--- config.mk ---
export PLATFORM = sky130hd
export DESIGN_NAME = next_pc_unit
export DESIGN_NICKNAME = d
export VERILOG_FILES = /design/src/rtl/next_pc_unit.sv
export SDC_FILE = /design/constraint.sdc
export NUM_CORES = 1
export LEC_CHECK = 0
export ABC_CLOCK_PERIOD_IN_PS = 4200
export CAP_MARGIN = 40
export CORE_UTILIZATION = 50
export DETAILED_ROUTE_END_ITERATION = 16
export PLACE_DENSITY = 0.82
export SETUP_SLACK_MARGIN = 0.15
export SYNTH_ARGS = -nofsm -noshare
export SYNTH_HDL_FRONTEND = slang
export SYNTH_SLANG_ARGS = --single-unit
--- constraint.sdc ---
create_clock -name clk -period 4.2 [get_ports clk]
set_clock_uncertainty 0.1 [all_clocks]
set_input_delay 0.42 -clock clk [delete_from_list [all_inputs] [get_ports clk]]
set_output_delay 0.42 -clock clk [all_outputs]
set_load 0.03 [all_outputs]
--- src/rtl/next_pc_unit.sv ---
// Next-PC generation: sequential, branch, jump and register-jump redirects with stall handling.
// Optional branch delay slot enabled by defining NPC_DELAY_SLOT_EN.
module next_pc_unit #(
   parameter int unsigned ADDR_W   = 32,
   parameter logic [ADDR_W-1:0] RESET_PC = 32'h0000_0000,
   parameter int unsigned IMM_W    = 16,
   parameter int unsigned JIDX_W   = 26
) (
   input  logic              clk,
   input  logic              rst,
   input  logic              stall,
   input  logic              br_taken,
   input  logic [IMM_W-1:0]  br_off,
   input  logic              jmp,
   input  logic [JIDX_W-1:0] jidx,
   input  logic              jr,
   input  logic [ADDR_W-1:0] jr_addr,
   output logic [ADDR_W-1:0] pc,
   output logic [ADDR_W-1:0] pc_plus4,
   output logic              redir_pend,
   output logic              align_err
);

`ifdef NPC_DELAY_SLOT_EN
   typedef enum logic [1:0] {RUN, HELD, SLOT} state_t;
`else
   typedef enum logic [1:0] {RUN, HELD} state_t;
`endif

   state_t            state, state_nx;
   logic [ADDR_W-1:0] tgt, tgt_nx, pc_nx, target;
   logic signed [ADDR_W-1:0] br_disp;
   logic              redir, align_err_nx;

   function automatic logic signed [ADDR_W-1:0] word_disp(input logic [IMM_W-1:0] off);
      return {{(ADDR_W-IMM_W-2){off[IMM_W-1]}}, off, 2'b00};
   endfunction

   assign pc_plus4   = pc + ADDR_W'(4);
   assign br_disp    = word_disp(br_off);
   assign redir      = jr | jmp | br_taken;
   assign redir_pend = (state != RUN);

   // Priority jr > jmp > branch; lower-priority requests are simply dropped.
   always_comb begin
      target = pc_plus4 + ADDR_W'(br_disp);
      if (jr)
         target = {jr_addr[ADDR_W-1:2], 2'b00};
      else if (jmp)
         target = {pc_plus4[ADDR_W-1:JIDX_W+2], jidx, 2'b00};
   end

   always_comb begin
      state_nx     = state;
      pc_nx        = pc;
      tgt_nx       = tgt;
      align_err_nx = align_err;
      case (state)
         RUN: begin
            if (redir) begin
               align_err_nx = align_err | (jr & (|jr_addr[1:0]));
               tgt_nx       = target;
               if (stall) begin
                  state_nx = HELD;
               end else begin
`ifdef NPC_DELAY_SLOT_EN
                  pc_nx    = pc_plus4;
                  state_nx = SLOT;
`else
                  pc_nx    = target;
`endif
               end
            end else if (!stall) begin
               pc_nx = pc_plus4;
            end
         end
         HELD: begin
            if (!stall) begin
`ifdef NPC_DELAY_SLOT_EN
               pc_nx    = pc_plus4;
               state_nx = SLOT;
`else
               pc_nx    = tgt;
               state_nx = RUN;
`endif
            end
         end
`ifdef NPC_DELAY_SLOT_EN
         SLOT: begin
            if (!stall) begin
               pc_nx    = tgt;
               state_nx = RUN;
            end
         end
`endif
         default: state_nx = RUN;
      endcase
   end

   always_ff @(posedge clk) begin
      if (rst) begin
         state     <= RUN;
         pc        <= RESET_PC;
         tgt       <= '0;
         align_err <= 1'b0;
      end else begin
         state     <= state_nx;
         pc        <= pc_nx;
         tgt       <= tgt_nx;
         align_err <= align_err_nx;
      end
   end

endmodule
==> flow_metrics.py, run 1 <==
metrics = {
    "worst_setup_path": {
        "criticalPathCategory": "reg2reg",
        "crit_buf_inv": 1,
        "endpoint_kind": "register",
        "crit_arrival_ps": 4070,
        "start_kind": "register",
        "cp.required_ps": 4370,
        "crit_family": "simple AND/OR/NAND/NOR gates",
        "path_max_fanout": 7,
        "path_cells": "nand3_1 -> nor3_4 -> buf_4 -> xnor2_1 -> ha_2 -> and4_1 -> and2b_1 -> and4bb_4 -> nor3_4 -> o21ai_2 -> a31o_1 -> a31oi_4 -> mux2_4 -> a2111oi_4",
        "slowest_stage": "ha_2",
        "cpMostUsedCell": "nor3_4",
        "cpPeakStageDelay_ps": 410,
    },
    "synth": {
        "synthAdderAreaFrac_pct": 8.760,
        "yosysTopAreaCellShare_pct": 24.60,
        "yosys.area_share.simple_pct": 16.94,
        "synth-edff-count": 0,
        "synth_ff_type": "dfxtp_1",
        "synth.largest_area_cell": "dfxtp_1",
        "ys_seq_area_share_pct": 24.60,
        "yosysWarnings": 0,
        "yosysMostFrequentCell": "a21oi_1",
        "avgSynthCellArea_um2": 7.921,
        "synth.distinct_cells": 72,
        "ys_top_cells_by_area": "dfxtp_1 (25%), a221oi_1 (8.6%), ha_1 (8.4%)",
        "synth_common_cells": "a21oi_1 (72), nand2_1 (70), dfxtp_1 (66)",
        "synth-seq-cells": 66,
        "synth_area_um2": 5370,
        "synth-compound-area-share_pct": 33.76,
        "syn_inst": 678,
        "synthXorXnorAreaFrac_pct": 8.295,
        "syn-num-nets": 795,
        "async_flop_share_pct": 0,
        "synth_top_family_by_area": "compound AO/OA/AOI/OAI gates",
        "synthMuxAreaShare_pct": 1.212,
    },
    "sta": {
        "tns_ps": 0,
        "fmaxAchievable_mhz": 256.6,
        "fin_crit_sh_pct": 92.77,
        "relSlewSlack_pct": 48.08,
        "final-hold-violation-count": 0,
        "tightest_slew_ps": 778.8,
        "maxSlewViolCount": 0,
        "rsz0062_at_grt": "true",
        "setup_viol": 0,
        "period_needed_ps": 3896,
    },
    "min_path": {
        "hp-class": "reg2reg",
    },
    "clocking": {
        "clk_latency_ps": 370,
        "clock_path_buffers": 2,
        "clk_pin_slew_ps": 80,
        "cts_tree": "done",
        "cts.sinks": 66,
        "clockRootBuffer": "clkbuf_8",
        "cts_htree_levels": 3,
        "cts_hold_buffers": 0,
        "cts_buffers": 9,
    },
    "global_routing": {
        "grt_max_degree": 67,
        "grt_pass1_vias": 5884,
        "grt_pass1_wl_um": 28720,
        "grt.overflow.total": 0,
        "antenna_found_initial": 0,
        "track_usage_pct": 32.68,
    },
    "final_layout": {
        "synthToLayoutAreaGrowth_pct": 38.91,
        "multi_input_area_um2": 3956,
        "drive_gt1_share_pct": 13.91,
        "stdcell_area_um2": 7460,
        "final_net_count": 940,
        "fillCellCount": 826,
        "seq_area_um2": 1331,
        "final_cells": 963,
        "final_util_pct": 71.94,
        "antenna_cells": 0,
    },
    "place": {
        "io_buffers": 145,
        "placed_cells": 943,
        "post-dp-hpwl_um": 13160,
        "routabilityCongestion": 0.9415,
        "placed_area_um2": 7169,
    },
    "pwr": {
        "power.static_leakage_nw": 2.967,
        "ir_drop_mv": 0.2231,
        "power_density_nw_per_um2": 287.4,
    },
    "drt": {
        "wirelength_um": 18240,
        "drt-vias-per-instance": 6.312,
        "num_vias": 6078,
        "ant_nets": 0,
        "wl_per_cell_um": 18.94,
        "remaining_drc_errors": 0,
        "drtPass1Iterations": 7,
        "drt-initial-drc-count": 417,
    },
    "die": {
        "dieArea_um2": 11160,
        "design.core.area_um2": 10370,
        "row_count": 37,
        "die_w_um": 105.6,
        "start_util_pct": 51.79,
        "dieHeight_um": 105.6,
        "num_io_pins": 146,
    },
    "run_status": {
        "status": "complete, no violations",
    },
    "job": {
        "cap_violations": 0,
    },
}
final timing paths:
kind	from	to	slack, ps	cells past startpoint
worst min register to register	tgt[17]$_SDFFE_PP0P_	tgt[17]$_SDFFE_PP0P_	360	2
worst max-delay path	pc[6]$_SDFFE_PP0P_	pc[28]$_SDFFE_PP0P_	300	14
worst max register to register	pc[6]$_SDFFE_PP0P_	pc[28]$_SDFFE_PP0P_	300	14
worst min-delay path	tgt[17]$_SDFFE_PP0P_	tgt[17]$_SDFFE_PP0P_	360	2
metrics by stage:
stage               total power, mW  setup slack, ps  hold WS [ps]
floorplan                     1.326            161.9         332.2
global placement              1.639            153.1         339.4
detailed placement            1.658            96.91         350.0
CTS                           2.121            155.1         357.7
global route                  2.247            126.4         376.4
finish                        2.144            303.6         359.1
final cells by class:
| class | instances | share of cell area (%) |
|---|---|---|
| multi-input combinational | 526 | 53.04 |
| timing repair buffer | 180 | 22.78 |
| sequential | 66 | 17.85 |
| tap | 136 | 2.281 |
| inverter | 40 | 2.013 |
| clock buffer | 12 | 1.811 |
| clock inverter | 3 | 0.2348 |
report_power, final:
part / internal, mW / switching (mW) / leakage, nW / total (mW)
Clock: 0.210 / 0.254 / 0.0762 / 0.464
Sequential: 0.682 / 0.0529 / 0.549 / 0.735
Combinational: 0.414 / 0.531 / 2.34 / 0.945
Total: 1.31 / 0.838 / 2.97 / 2.14
worst register-to-register path: cells and delay by family (launching register included):
kind            cells  cell delay, ps
fa+ha+maj           1             410
simple gates        6            1330
buf+inv             1             190
mux                 1             330
xor+xnor            1             200
flops               1             390
compound gates      4             870
logic make-up (layout without fill, tap and decap cells):
logic type / Yosys count / after routing
simple gates: 181 / 181
buf+inv: 86 / 235
fa+ha+maj: 37 / 37
flops: 66 / 66
xor+xnor: 50 / 50
compound gates: 252 / 252
mux: 6 / 6
state kept, by name, summed over array words and instances (netlist names):
name / cells
align_err: 1
pc: 32
state: 1
tgt: 32
timing repair:
action | in CTS | in global routing
setup endpoints to repair | 10 | 24
setup buffers | 0 | 5
resized for setup | 2 | 20
endpoints found under the hold margin | 0 | 0
pin swaps | 0 | 8
placed cells by master, fill, tap and decap left out, types with 3 or more instances in the layout:
cell type / n
a21oi_1: 71
o21bai_1: 5
xnor2_2: 14
nand4_1: 8
o21ai_1: 6
buf_4: 35
o22ai_1: 3
and4_1: 3
a21o_1: 18
a221o_1: 3
nor2b_1: 6
or2_2: 3
nand2_1: 69
mux2i_1: 5
and2_1: 3
xnor2_4: 3
nor3_1: 9
o211ai_1: 25
o31ai_1: 3
a211oi_1: 3
xnor2_1: 21
xor2_1: 12
nor2_1: 27
dfxtp_2: 8
ha_1: 31
a31oi_1: 4
buf_2: 3
o21a_1: 4
inv_1: 39
clkdlybuf4s50_1: 142
a221oi_1: 53
dfxtp_1: 58
nor3_2: 4
clkbuf_1: 3
nand3_1: 20
and3_1: 6
clkbuf_8: 9
ha_2: 4
o21ai_0: 26
per-layer routing:
metal / GRT usage [%] / share of wire [%] / vias up
met4: 15.87 / 3.3 / 0
met5: 0 / 0 / -
met1: 39.10 / 41 / 2885
li1: - / - / 2837
met3: 6.926 / 8.0 / 44
met2: 55.55 / 48 / 312
Note: power is estimated with default switching activity, not from simulation.
==> inputs of run 2 (changes only) <==
--- a/config.mk
+++ b/config.mk
@@ -7,3 +7,3 @@
 export LEC_CHECK = 0
-export ABC_CLOCK_PERIOD_IN_PS = 4200
+export ABC_CLOCK_PERIOD_IN_PS = 4300
 export CAP_MARGIN = 40
==> constraint.sdc (replaced) <==
create_clock -name clk -period 4.3 [get_ports clk]
set_clock_uncertainty 0.1 [all_clocks]
set_input_delay 0.43 -clock clk [delete_from_list [all_inputs] [get_ports clk]]
set_output_delay 0.43 -clock clk [all_outputs]
set_load 0.01 [all_outputs]
==> run 2 against run 1 <==
Effect of this change:
- maximum frequency fell by 3.2%
- critical path depth rose by 2
- combinational power fell by 7.1%
- cell count rose by 1.0%
- clock power rose by 42%
- power rose by 5.3%
- design area rose by 1.1%
- routed wire length rose by 14%
- global-route usage rose by 4.0 points
- first-iteration DRC count rose by 13%
- flip-flop and latch count did not move
- critical path type unchanged
- critical endpoint unchanged
==> flow_metrics.py, run 2 (synthesis gave the netlist of run 1 again) <==
metrics = {
    "run_status": {
        "status": "complete, no violations",
    },
    "clocking": {
        "clockRootBuffer": "clkbuf_8",
        "clock_path_buffers": 2,
        "cts_buffers": 9,
        "cts_htree_levels": 3,
        "cts_tree": "done",
        "clk_latency_ps": 350,
        "cts.sinks": 66,
        "cts_hold_buffers": 0,
        "clk_pin_slew_ps": 70,
    },
    "drt": {
        "drtPass1Iterations": 6,
        "drt-initial-drc-count": 472,
        "wirelength_um": 20720,
        "wl_per_cell_um": 21.29,
        "num_vias": 6173,
        "remaining_drc_errors": 0,
        "ant_nets": 0,
        "drt-vias-per-instance": 6.344,
    },
    "place": {
        "io_buffers": 145,
        "routabilityCongestion": 0.9449,
        "placed_area_um2": 7074,
        "placed_cells": 951,
        "post-dp-hpwl_um": 15450,
        "place_ws_ps": -17.87,
    },
    "global_routing": {
        "grt.overflow.total": 0,
        "grt_pass1_wl_um": 31710,
        "grt_max_degree": 54,
        "track_usage_pct": 36.72,
        "antenna_found_initial": 0,
        "grt_pass1_vias": 6059,
    },
    "die": {
        "die_w_um": 105.6,
        "dieArea_um2": 11160,
        "start_util_pct": 51.79,
        "dieHeight_um": 105.6,
        "num_io_pins": 146,
        "row_count": 37,
        "design.core.area_um2": 10370,
    },
    "sta": {
        "rsz0062_at_grt": "false",
        "setup_viol": 0,
        "final-hold-violation-count": 0,
        "period_needed_ps": 4024,
        "tightest_slew_ps": 715.3,
        "relSlewSlack_pct": 52.32,
        "hold_slack_ps": 360.0,
        "fin_crit_sh_pct": 93.57,
        "maxSlewViolCount": 0,
        "fmaxAchievable_mhz": 248.5,
        "worst_slack_ps": 276.4,
    },
    "worst_setup_path": {
        "path_cells": "ha_2 -> nand4_1 -> nor2_2 -> buf_4 -> nand4_1 -> xnor2_2 -> ha_4 -> nand4_1 -> and2b_1 -> and4bb_4 -> nor3_4 -> o21ai_2 -> a31o_1 -> a31oi_4 -> mux2_4 -> a2111oi_2",
        "criticalPathCategory": "reg2reg",
        "path_max_fanout": 6,
        "cpPeakStageDelay_ps": 370,
        "start_kind": "register",
        "crit_arrival_ps": 4170,
        "endpoint_kind": "register",
        "cp.required_ps": 4450,
        "crit_buf_inv": 1,
        "cpMostUsedCell": "nand4_1",
        "slowest_stage": "dfxtp_2",
        "crit_family": "simple AND/OR/NAND/NOR gates",
    },
    "pwr": {
        "power_density_nw_per_um2": 299.4,
        "power.static_leakage_nw": 2.975,
        "ir_drop_mv": 0.2187,
    },
    "final_layout": {
        "final_cells": 973,
        "final_util_pct": 72.71,
        "layout_common_cells": "clkdlybuf4s50_1 (142), a21oi_1 (71), nand2_1 (70)",
        "stdcell_area_um2": 7540,
        "antenna_cells": 0,
        "top_regs": "pc x32, tgt x32",
        "final_net_count": 949,
        "drive_gt1_share_pct": 14.46,
        "synthToLayoutAreaGrowth_pct": 40.40,
        "final_common_cell": "clkdlybuf4s50_1",
    },
    "job": {
        "cap_violations": 0,
    },
    "min_path": {
        "hp-class": "reg2reg",
    },
}
run 2: cell types whose count changed in the layout (fill, tap and decap cells not counted), moves of 2 or more:
cell       change
o21ai_2        +2
o21ai_0        -3
xnor2_1        +9
bufinv_16      +3
xnor2_4        -3
xnor2_2        -6
and3_4         +2
clkbuf_1       -3
buf_4          +9
clkinv_2       -2
run 2: power by group:
part	total (mW)	switching [mW]	internal, mW
registers	0.719	0.0528	0.666
clock network	0.661	0.259	0.402
logic	0.878	0.470	0.408
run 2: worst register-to-register path: stages (launching register included):
cell and delay [ps]:
dfxtp_2 370, ha_2 210, nand4_1 170, nor2_2 190, buf_4 160, nand4_1 140
xnor2_2 330, ha_4 280, nand4_1 140, and2b_1 200, and4bb_4 210, nor3_4 180
o21ai_2 120, a31o_1 270, a31oi_4 240, mux2_4 330, a2111oi_2 260
run 2: repair_timing:
action | CTS | global route
resized for setup | 6 | 34
setup endpoints to repair | 7 | 20
hold endpoints to repair | 0 | 0
buffers inserted | 0 | 6
pin swaps | 0 | 10
run 2: layer usage:
metal	share of wire, %	wire length (um)	vias up	GRT usage [%]
met5	0	0	-	0
li1	-	-	2841	-
met4	4.6	963	0	18.65
met3	7.8	1606	67	6.432
met2	51	10530	362	65.98
met1	37	7622	2903	41.55
run 2: layout make-up:
class,instances,area (um^2)
tap,136,170.2
sequential,66,1331
timing repair buffer,189,1767
multi-input combinational,526,3870
inverter,40,150.1
clock inverter,6,113.9
clock buffer,10,137.6
fill,830,2830
run 2: worst paths after layout:
| check | start | endpoint | slack [ps] | depth (start not counted) |
|---|---|---|---|---|
| hold reg to reg | tgt[22]$_SDFFE_PP0P_ | tgt[22]$_SDFFE_PP0P_ | 360 | 2 |
| setup / recovery | pc[2]$_SDFFE_PP0P_ | pc[28]$_SDFFE_PP0P_ | 280 | 16 |
| setup reg to reg | pc[2]$_SDFFE_PP0P_ | pc[28]$_SDFFE_PP0P_ | 280 | 16 |
| hold / removal | tgt[22]$_SDFFE_PP0P_ | tgt[22]$_SDFFE_PP0P_ | 360 | 2 |
run 2: stage by stage:
step	power (mW)	TNS [ps]
global placement	1.550	0
floorplan	1.201	0
global route	2.353	0
CTS	2.217	0
finish	2.257	0
detailed placement	1.561	-17.87
==> inputs of run 3 (changes only) <==
CORE_UTILIZATION = 35   (was 50)
PLACE_DENSITY = not set   (was 0.82)
==> run 3 against run 2 <==
Effect of this change:
- via count shrank 5.1%
- global-route usage fell by 9.3 points
- non-clock buffer count down 4
- first-iteration DRC count is 25% lower
- cell count grew 4.5%
- setup slack better by 42 ps
- combinational power about the same
- die area grew 42%
- count of clock-buffer cells in the layout did not move
- power rose by 3.2%
- critical path depth decreased by 3
- hold slack got worse by 12 ps
- critical path type unchanged
- largest cell class unchanged
- highest routed layer unchanged
==> flow_metrics.py, run 3 (synthesis gave the netlist of run 1 again) <==
metrics = {
    "die": {
        "num_io_pins": 146,
        "row_count": 44,
        "start_util_pct": 36.40,
        "die_w_um": 125.9,
        "dieHeight_um": 125.9,
        "dieArea_um2": 15840,
        "design.core.area_um2": 14750,
    },
    "sta": {
        "fin_crit_sh_pct": 92.60,
        "final-hold-violation-count": 0,
        "relSlewSlack_pct": 57.50,
        "setup_viol": 0,
        "tns_ps": 0,
        "rsz0062_at_grt": "true",
        "period_needed_ps": 3982,
        "tightest_slew_ps": 635.2,
        "fmaxAchievable_mhz": 251.1,
        "maxSlewViolCount": 0,
    },
    "final_layout": {
        "final_common_cell": "clkdlybuf4s50_1",
        "final_cells": 1017,
        "synthToLayoutAreaGrowth_pct": 42.12,
        "fillCellCount": 1435,
        "multi_input_area_um2": 3894,
        "final_util_pct": 51.73,
        "seq_area_um2": 1325,
        "top_regs": "pc x32, tgt x32",
        "drive_gt1_share_pct": 13.94,
        "layout_common_cells": "clkdlybuf4s50_1 (142), a21oi_1 (71), nand2_1 (70)",
        "stdcell_area_um2": 7632,
        "final_net_count": 945,
    },
    "worst_setup_path": {
        "r2r_cells": 13,
        "worst-path-stages": 13,
        "slowest_stage": "dfxtp_1",
        "crit_arrival_ps": 4100,
        "critPathLaunch": "pc[6]$_SDFFE_PP0P_",
        "endpoint_kind": "register",
        "cpPeakStageDelay_ps": 410,
        "cp.required_ps": 4420,
        "start_kind": "register",
        "r2r_start": "pc[6]$_SDFFE_PP0P_",
        "criticalPathCategory": "reg2reg",
        "path_max_fanout": 5,
        "crit_buf_inv": 1,
        "crit_family": "compound AO/OA/AOI/OAI gates",
        "path_cells": "nand3_1 -> or2_2 -> xnor2_1 -> buf_4 -> ha_1 -> o21ai_0 -> and4bb_4 -> nor3_4 -> o21ai_2 -> a31o_1 -> a31oi_4 -> mux2_4 -> a2111oi_2",
    },
    "min_path": {
        "hold_path_startpoint": "rst",
        "hp-class": "in2reg",
        "holdPathStages": 2,
    },
    "global_routing": {
        "grt_max_degree": 57,
        "grt_pass1_wl_um": 33200,
        "track_usage_pct": 27.43,
        "antenna_found_initial": 0,
        "grt_pass1_vias": 6034,
        "grt.overflow.total": 0,
    },
    "place": {
        "placed_cells": 996,
        "routabilityCongestion": 0.8997,
        "io_buffers": 145,
        "placed_area_um2": 7112,
        "post-dp-hpwl_um": 16710,
    },
    "pwr": {
        "p_sw_share_pct": 34.16,
        "power.switching_mw": 0.7961,
        "p_seq_share_pct": 30.8,
        "power.static_leakage_nw": 3.023,
        "power_density_nw_per_um2": 305.3,
        "power.share.clock_pct": 31.5,
        "ir_drop_mv": 0.1977,
        "p_comb_share_pct": 37.7,
        "intPower_mw": 1.534,
    },
    "clocking": {
        "cts.sinks": 66,
        "clock_path_buffers": 2,
        "clk_pin_slew_ps": 50,
        "cts_tree": "done",
        "cts_hold_buffers": 0,
        "cts_htree_levels": 3,
        "clockRootBuffer": "clkbuf_16",
        "clk_latency_ps": 330,
        "cts_buffers": 9,
    },
    "drt": {
        "wl_per_cell_um": 21.44,
        "drt-initial-drc-count": 356,
        "drtPass1Iterations": 6,
        "num_vias": 5860,
        "remaining_drc_errors": 0,
        "drt-vias-per-instance": 5.762,
        "wirelength_um": 21810,
        "ant_nets": 0,
    },
    "run_status": {
        "status": "complete, no violations",
    },
    "job": {
        "cap_violations": 0,
    },
}
-- run 3: cell types whose count changed in the layout (fill, tap and decap cells not counted), moves of 3 or more --
cell,before,now
o21ai_1,7,4
xnor2_2,8,11
clkbuf_16,0,9
buf_4,44,40
dfxtp_2,8,3
dfxtp_1,58,63
o21ai_0,23,26
clkbuf_8,10,1
xnor2_1,30,27
-- run 3: final cells by class --
cell class	instances	area share (%)
antenna	1	0.03279
tap	184	3.016
clock inverter	5	0.7213
inverter	40	1.967
multi-input combinational	526	51.02
sequential	66	17.36
clock buffer	10	3.131
timing repair buffer	185	22.75
-- run 3: repair_timing --
item | 4_1_cts | 5_1_grt
gates resized for setup | 4 | 33
pin swaps | 0 | 9
cloned | 0 | 0
buffers inserted | 0 | 5
setup endpoints to repair | 4 | 20
-- run 3: final timing paths --
| check | to | slack (ps) |
|---|---|---|
| hold reg to reg | tgt[7]$_SDFFE_PP0P_ | 360 |
| hold / removal | tgt[26]$_SDFFE_PP0P_ | 350 |
| setup / recovery | pc[28]$_SDFFE_PP0P_ | 320 |
| setup reg to reg | pc[28]$_SDFFE_PP0P_ | 320 |
-- run 3: stage by stage --
stage / hold WS (ps) / power, mW / setup WS [ps]
floorplan: 332.2 / 1.201 / 446.4
detailed placement: 348.1 / 1.566 / 67.70
finish: 348.2 / 2.330 / 318.1
CTS: 332.6 / 2.307 / 155.6
global route: 361.1 / 2.446 / 127.9
global placement: 341.8 / 1.560 / 207.9
-- run 3: per-layer routing --
layer	vias up	share of wire (%)	routed length (um)	GRT usage [%]
met1	2745	40	8701	30.31
met4	0	5.0	1095	15.10
met5	-	0	0	0
met2	223	49	10780	48.73
met3	53	5.6	1229	6.245
li1	2839	-	-	-
-- run 3: power groups by stage --
stage	Clock, mW	Combinational [mW]	Sequential (mW)
after CTS	0.745	0.847	0.716
after floorplan	0	0.474	0.727
after global routing	0.775	0.947	0.725
after global placement	0	0.834	0.726
after detailed placement	0	0.839	0.728
final	0.734	0.878	0.718
